<file path="src/rtl/simplex8_pkg.sv">
// Shared widths, opcodes and FSM encoding for the simplex8 program sequencer.
package simplex8_pkg;

  localparam int unsigned PC_W      = 8;
  localparam int unsigned INSTR_W   = 16;
  localparam int unsigned FLAG_W    = 8;
  localparam int unsigned FLAG_IN_W = 7;
  localparam int unsigned IMM_W     = 4;
  localparam int unsigned RETIRED_W = 16;

  localparam logic [3:0] OP_JMP  = 4'hF;
  localparam logic [3:0] OP_HALT = 4'hE;

  typedef enum logic [1:0] {
    ST_FETCH  = 2'd0,
    ST_DECODE = 2'd1,
    ST_EXEC   = 2'd2,
    ST_HALT   = 2'd3
  } state_t;

  // Instruction word layout: opcode, condition immediate, target/operand.
  typedef struct packed {
    logic [3:0]      opcode;
    logic [IMM_W-1:0] imm;
    logic [PC_W-1:0] operand;
  } instr_t;

endpackage

</file>
<file path="src/rtl/cond_select.sv">
// Jump condition: selects one flag by IMM[2:0] and optionally inverts it with IMM[3].
module cond_select
  import simplex8_pkg::*;
(
  input  logic [FLAG_W-1:0] flagreg,
  input  logic [IMM_W-1:0]  imm,
  output logic              cond
);

  // Flag bit 7 is tied high, so IMM=7 is "always" and IMM=F is "never".
  assign cond = flagreg[imm[2:0]] ^ imm[3];

endmodule

</file>
<file path="src/rtl/program_sequencer.sv">
// Fetch/decode/execute sequencer: owns PC, IR, flag register and retire count.
module program_sequencer
  import simplex8_pkg::*;
(
  input  logic                 CLK,
  input  logic                 RESET,
  output logic                 INSTR_REQ,
  output logic [PC_W-1:0]      INSTR_ADDR,
  input  logic                 INSTR_ACK,
  input  logic [INSTR_W-1:0]   INSTR_DATA,
  output logic                 EXEC_VALID,
  output logic [INSTR_W-1:0]   IR,
  input  logic                 EXEC_DONE,
  input  logic                 FLAGS_WE,
  input  logic [FLAG_IN_W-1:0] FLAGS_IN,
  output logic [PC_W-1:0]      PC,
  output logic                 JUMP_TAKEN,
  output logic                 HALTED,
  output logic [RETIRED_W-1:0] RETIRED
);

  state_t                 state, state_next;
  logic [PC_W-1:0]        pc_next;
  logic [INSTR_W-1:0]     ir_next;
  logic [RETIRED_W-1:0]   retired_next;
  logic                   retire;
  logic                   jump_next;
  logic [FLAG_IN_W-1:0]   flags_q;
  logic [FLAG_W-1:0]      flagreg;
  logic                   cond;
  instr_t                 ir_f;

  assign ir_f       = instr_t'(IR);
  assign flagreg    = {1'b1, flags_q};
  assign INSTR_ADDR = PC;

  cond_select u_cond_select (
    .flagreg (flagreg),
    .imm     (ir_f.imm),
    .cond    (cond)
  );

  // Flag register loads in every state; decode sees the value before this edge.
  always_ff @(posedge CLK or posedge RESET) begin
    if (RESET) begin
      flags_q <= '0;
    end else if (FLAGS_WE) begin
      flags_q <= FLAGS_IN;
    end
  end

  // Next-state and next-value logic.
  always_comb begin
    state_next = state;
    pc_next    = PC;
    ir_next    = IR;
    retire     = 1'b0;
    jump_next  = 1'b0;

    case (state)
      ST_FETCH: begin
        // Handshake only once the request is actually on the port.
        if (INSTR_REQ && INSTR_ACK) begin
          ir_next    = INSTR_DATA;
          state_next = ST_DECODE;
        end
      end

      ST_DECODE: begin
        if (ir_f.opcode == OP_JMP) begin
          retire     = 1'b1;
          state_next = ST_FETCH;
          if (cond) begin
            pc_next   = ir_f.operand;
            jump_next = 1'b1;
          end else begin
            pc_next = PC + PC_W'(1);
          end
        end else if (ir_f.opcode == OP_HALT) begin
          retire     = 1'b1;
          state_next = ST_HALT;
        end else begin
          state_next = ST_EXEC;
        end
      end

      ST_EXEC: begin
        if (EXEC_DONE) begin
          pc_next    = PC + PC_W'(1);
          retire     = 1'b1;
          state_next = ST_FETCH;
        end
      end

      ST_HALT: begin
        state_next = ST_HALT;
      end

      default: begin
        state_next = ST_FETCH;
      end
    endcase

    retired_next = RETIRED;
    if (retire && (RETIRED != {RETIRED_W{1'b1}})) begin
      retired_next = RETIRED + RETIRED_W'(1);
    end
  end

  // State register; status outputs are registered from the next state.
  always_ff @(posedge CLK or posedge RESET) begin
    if (RESET) begin
      state      <= ST_FETCH;
      PC         <= '0;
      IR         <= '0;
      RETIRED    <= '0;
      JUMP_TAKEN <= 1'b0;
      INSTR_REQ  <= 1'b0;
      EXEC_VALID <= 1'b0;
      HALTED     <= 1'b0;
    end else begin
      state      <= state_next;
      PC         <= pc_next;
      IR         <= ir_next;
      RETIRED    <= retired_next;
      JUMP_TAKEN <= jump_next;
      INSTR_REQ  <= (state_next == ST_FETCH);
      EXEC_VALID <= (state_next == ST_EXEC);
      HALTED     <= (state_next == ST_HALT);
    end
  end

endmodule

</file>
<file path="config.mk">
export PLATFORM = sky130hd
export DESIGN_NAME = program_sequencer
export DESIGN_NICKNAME = d
export VERILOG_FILES = /design/src/rtl/simplex8_pkg.sv /design/src/rtl/cond_select.sv /design/src/rtl/program_sequencer.sv
export SDC_FILE = /design/constraint.sdc
export NUM_CORES = 1
export LEC_CHECK = 0
export CAP_MARGIN = 40
export CORE_MARGIN = 1.5
export CORE_UTILIZATION = 38
export DETAILED_ROUTE_END_ITERATION = 8
export DONT_BUFFER_PORTS = 1
export HOLD_SLACK_MARGIN = 0.15
export SKIP_CTS_REPAIR_TIMING = 1
export SYNTH_ARGS = -nofsm -noshare
export SYNTH_HDL_FRONTEND = slang
export SYNTH_HIERARCHICAL = 1
export SYNTH_SLANG_ARGS = --single-unit
</file>
<file path="constraint.sdc">
create_clock -name CLK -period 6.75 [get_ports CLK]
set_clock_uncertainty 0.15 [all_clocks]
set_input_delay 1.0125 -clock CLK [delete_from_list [all_inputs] [get_ports CLK]]
set_output_delay 1.0125 -clock CLK [all_outputs]
set_load 0.02 [all_outputs]
</file>
After elaboration in Yosys (flattened, before gate mapping)
Index checks and enable logic that the tools add are counted.
{ "classes": {"addsub": 2, "n_mul": 0, "n_div": 0, "order_cmp": 1, "n_eq_ne": 10, "n_shift": 0, "mux": 18, "bitwise_logic": 1, "n_reduce_logical": 7} }
{ "op_table": {"columns": ["operator", "n"], "rows": [
  ["8-bit 2-to-1 mux", 3],
  ["16-bit by 1-bit adder with 16-bit output, second input constant", 1],
  ["16-bit inequality test, second input constant", 1],
  ["8-bit one-hot mux with 2 select lines", 1],
  ["8-bit by 1-bit adder with 8-bit output, second input constant", 1],
  ["2-bit == test, second input constant", 4],
  ["4-bit == test, second input constant", 2],
  ["1-bit 2-to-1 mux", 8],
  ["2-bit one-hot mux with 4 select lines", 1],
  ["2-bit 2-to-1 mux", 3],
  ["2-bit logical NOT", 2],
  ["3-bit by 4-bit less-than comparator with 1-bit output, second input constant", 1],
  ["2-bit inequality test, second input constant", 2],
  ["1-bit binary-select mux with 3-bit select", 1],
  ["3-bit AND reduction", 1],
  ["2-bit by 1-bit == test with 1-bit output, second input constant", 1],
  ["1-bit logical AND", 2],
  ["1-bit one-hot mux with 2 select lines", 1],
  ["2-bit AND reduction", 1],
  ["2-bit nonzero test", 1],
  ["1-bit XOR", 1]
]} }
{ "totals": {"ff_bits": 53, "latchBits": 0, "ram_bits": 0, "mem_bits_ro": 0, "in_bits": 28, "out_inout_bits": 52, "wordCells": 48, "memories": 0} }

Depth between registers and ports, before layout
{ "depth": {"ltp_word": 6, "depth_mapped": 10} }

Modules after synthesis
Netlist, hierarchy kept.
{ "modules_own_cells": {"columns": ["mod", "n_inst", "cells_per_inst", "area_each_um2", "seq_area_each_um2"], "rows": [
  ["program_sequencer", 1, 217, 2533.7, 1326.3],
  ["cond_select", 1, 7, 76.3, 0.0]
]} }

Worst setup path after synthesis
OpenSTA, ideal clock, no wires.
{ "synth_timing": {"path_kind": "reg2reg", "startpoint": "reg IR[8]", "endpoint": "reg PC[7] (netlist: INSTR_ADDR[7])", "setup_ns": 0.126, "arrival_ns": 2.128, "required_time_ns": 6.474, "slack_ns": 4.346, "path_stages_with_launch": 11, "n_path_buf": 3, "synth_period_minus_slack_ns": 2.404, "path_cell_list": "dfrtp_1 -> clkbuf_2 -> mux2i_1 -> mux4_2 -> xnor2_1 -> nand2b_1 -> clkbuf_1 -> buf_2 -> o21ai_0 -> a21oi_1 -> a21oi_1"} }
{ "synth_between": {"elab_chain_cells": 6} }
{ "synth_lines": {"columns": ["element", "line_no", "source"], "rows": [
  ["from (decl)", "program_sequencer.sv:12", "output logic [INSTR_W-1:0] IR,"],
  ["from (signal assigned)", "program_sequencer.sv:124", "IR <= ir_next;"],
  ["1-bit binary-select mux with 3-bit select", "cond_select.sv:11", "assign cond = flagreg[imm[2:0]] ^ imm[3];"],
  ["1-bit 2-to-1 mux (implied by the code)", "cond_select.sv:11", null],
  ["1-bit XOR", "cond_select.sv:11", null],
  ["named net cond", "program_sequencer.sv:30", "logic cond;"],
  ["8-bit 2-to-1 mux", "program_sequencer.sv:73", "if (cond) begin"],
  ["8-bit 2-to-1 mux", "program_sequencer.sv:70", "if (ir_f.opcode == OP_JMP) begin"],
  ["8-bit one-hot mux with 2 select lines", "program_sequencer.sv:60", "case (state)"],
  ["to (signal assigned)", "program_sequencer.sv:123", "PC <= pc_next;"],
  ["to (decl)", "program_sequencer.sv:16", "output logic [PC_W-1:0] PC,"]
]} }
The timed path passes the listed nets, and every way through them passes these cells. The select of a mux whose other input is x is not followed.
A chain may end at the register's enable or synchronous reset.

Worst setup path in the final report
Ends and elaborated chain as after synthesis.

==> impl_metrics.tcl <==
set metrics [dict create \
    seqCellArea_sq_mm 0.001326 \
    drc_errors 0 \
    die_x_um 85.88 \
    hold_viol 0 \
    yosys.area_share.simple_pct 15.05 \
    reg2reg_slack_ps 4130 \
    ir_drop_v 0.0001603 \
    grt_pass1_vias 1652 \
    cts_tree "yes" \
    cts_sinks 53 \
    setup.worst_path.start "IR[8]" \
    endpoint_kind "flop" \
    worst-path-buf-inv 0 \
    port_buffers 0 \
    antenna_cells 0 \
    htree_levels 2 \
    min_from "flags_q[2]" \
    insertion_delay_ps 300 \
    cts_buffers 5 \
    post_drt_via_cell_ratio 5.620 \
    finalCritPeriodShare_pct 38.81 \
    via_count 1686 \
    setup_violations 0 \
    endpoint "INSTR_ADDR[7]" \
    yosys-top-cells-area "dfrtp_1 51%, mux2_2 10%, xor2_1 4.7%" \
    setup_tns_ps 0 \
    worstMarginPinSlew_ps 795.3 \
    synth-xor-area-share_pct 5.034 \
    dieArea_sq_mm 0.007375 \
    die_y_um 85.88 \
    synth_edf_count 0 \
    ys_seq_area_share_pct 50.81 \
    path_max_fanout 17 \
    syn_to_final_growth_pct 6.088 \
    netlist_instances 224 \
    overflow 0 \
    arrival_ps 2710 \
    drt-initial-drc-count 77 \
    synth.distinct_cells 44 \
    path_cells "mux2i_1, mux4_2, xnor2_1, nand2b_1, a31o_2, a21oi_1" \
    startpoint_type "flop" \
    finalMaxSlewViolations 0 \
    fin_nets 254 \
    gp_congestion 0.7681 \
    drt_pass1_iterations 4 \
    async_flop_share_pct 100.0 \
    nFillCells 650 \
    grt_max_degree 54 \
    yosys_warnings 6 \
    synth-compound-area-share_pct 6.520 \
    antenna_left 0 \
    synthAdderAreaFrac_pct 3.356 \
    dp.final_hpwl_mm 3.708 \
    slew_headroom_pct 46.62 \
    rows 30 \
    drv_cap 0 \
    root_buffer "clkbuf_8" \
    synth_top_cell_area_share_pct 50.81 \
    place_area_sq_mm 0.002649 \
    ys.flop_type "dfrtp_1" \
    drive_gt1_share_pct 20.00 \
    rsz0062_at_grt "no" \
    antenna_found_initial 0 \
    leakage_nw 1.269 \
    whs_ps 365.0 \
    io_pins 80 \
    multi_input_area_sq_mm 0.001174 \
    synthMuxAreaShare_pct 14.86 \
    final_area_sq_mm 0.002769 \
    avgSynthCellArea_sq_um 11.65 \
    yosys.area.top_type "dfrtp_1" \
    cts_buffer_depth 2 \
    r2r_start "IR[8]" \
    coreArea_sq_mm 0.006719 \
    setup.worst_path.class "flop to flop" \
    wire_per_inst_um 17.18 \
    crit_cells 6 \
    status "finished clean" \
    synthesis.nets 259 \
    grt_first_pass_wirelength_mm 7.990 \
    max_stage_delay_ps 610 \
    reg2reg_depth 6 \
    power_mw 1.352 \
    powerDensity_mw_per_mm2 488.2 \
    clk_pin_slew_ps 100 \
    synth_top_family_by_area "simple AND/OR/NAND/NOR gates" \
    critPathRequiredTime_ps 6840 \
    syn_area_sq_mm 0.002610 \
    path_delay_family "multiplexers" \
    min_period_ps 2620 \
    routed_wl_mm 5.154 \
    r2r-end "INSTR_ADDR[7]" \
    hold_path.class "flop to flop" \
    start_util_pct 38.85 \
    fmax_mhz 381.7 \
    synth-seq-cells 53 \
    crit_slowest_cell "dfrtp_1" \
    gr-usage-all-layers_pct 13.91 \
]
cell type report:
| cell class | count | share of cell area [%] |
|---|---|---|
| inverters | 5 | 0.6778 |
| repair buffers | 3 | 1.084 |
| well taps | 80 | 3.615 |
| clock buffers | 6 | 2.982 |
| flip-flops and latches | 53 | 47.90 |
| clock inverters | 2 | 1.356 |
| multi-input cells | 151 | 42.39 |
cell usage after synthesis (2+ instances only):
cell type,instances
a31oi_1,2
and3_1,3
nor3_1,4
nor2_1,6
clkbuf_1,3
buf_4,8
ha_1,7
nor2b_1,3
mux2i_1,8
and4_1,2
nand4_1,6
nor4b_1,3
xor2_1,14
dfrtp_1,53
a21boi_0,2
inv_1,5
o22ai_1,2
nand3_1,12
and2_1,2
buf_2,3
nand2_1,11
nor4_1,5
a2bb2oi_1,2
mux2_2,24
nand2b_1,4
o21ai_0,4
a21oi_1,9
layer usage:
layer | track usage (%) | routed length [um] | vias to the layer above
met5 | 0 | 0 | -
met4 | 4.106 | 57 | 0
met3 | 5.197 | 343 | 7
met2 | 21.90 | 2393 | 50
met1 | 17.96 | 2359 | 844
li1 | - | - | 785
worst min path at each step:
| stage | end | cells past startpoint |
|---|---|---|
| final | flags_q[2] | 1 |
| after detailed placement | flags_q[2] | 1 |
| after floorplan | flags_q[0] | 1 |
| after global routing | flags_q[3] | 1 |
| after CTS | flags_q[2] | 1 |
| after global placement | flags_q[2] | 1 |
power by group:
group | leakage, nW | internal (mW) | switching, mW
sequential | 0.659 | 0.419 | 0.283
combinational | 0.553 | 0.208 | 0.216
clock | 0.0574 | 0.121 | 0.106
total | 1.27 | 0.747 | 0.605
through the flow:
step | std cells | setup slack (ps) | utilization, %
detailed placement | 292 | 4121 | 39.42
CTS | 300 | 4095 | 41.21
floorplan | 224 | 4301 | -
finish | 300 | 4130 | 41.21
global route | 300 | 3892 | 41.21
global placement | 290 | 4159 | 39.09
layout by cell type, fill, tap and decap left out, types with 3 or more instances in the layout:
cell,netlist,final
nand2_1,11,11
mux2i_1,8,8
clkbuf_8,0,6
nor2_1,6,6
dfrtp_1,53,53
nand3_1,12,12
and3_1,3,3
nand2b_1,4,4
a21oi_1,9,9
inv_1,5,4
xor2_1,14,14
o21ai_0,4,4
mux2_2,24,24
nor4_1,5,5
nor2b_1,3,3
nor4b_1,3,3
ha_1,7,7
nand4_1,6,6
nor3_1,4,4
cells by family after synthesis:
kind of cell    count (synthesis)
simple gates                   67
flops                          53
mux                            34
compound gates                 27
buf+inv                        20
xor+xnor                       15
fa+ha+maj                       7
other cells                     1
flip-flops by register name, indices dropped and copies added, names as in the netlist:
register	cells
IR	16
INSTR_ADDR	8
flags_q	7
RETIRED	16
INSTR_REQ	1
state	2
EXEC_VALID	1
JUMP_TAKEN	1
HALTED	1
No activity file was read; power rests on OpenSTA's default activity.
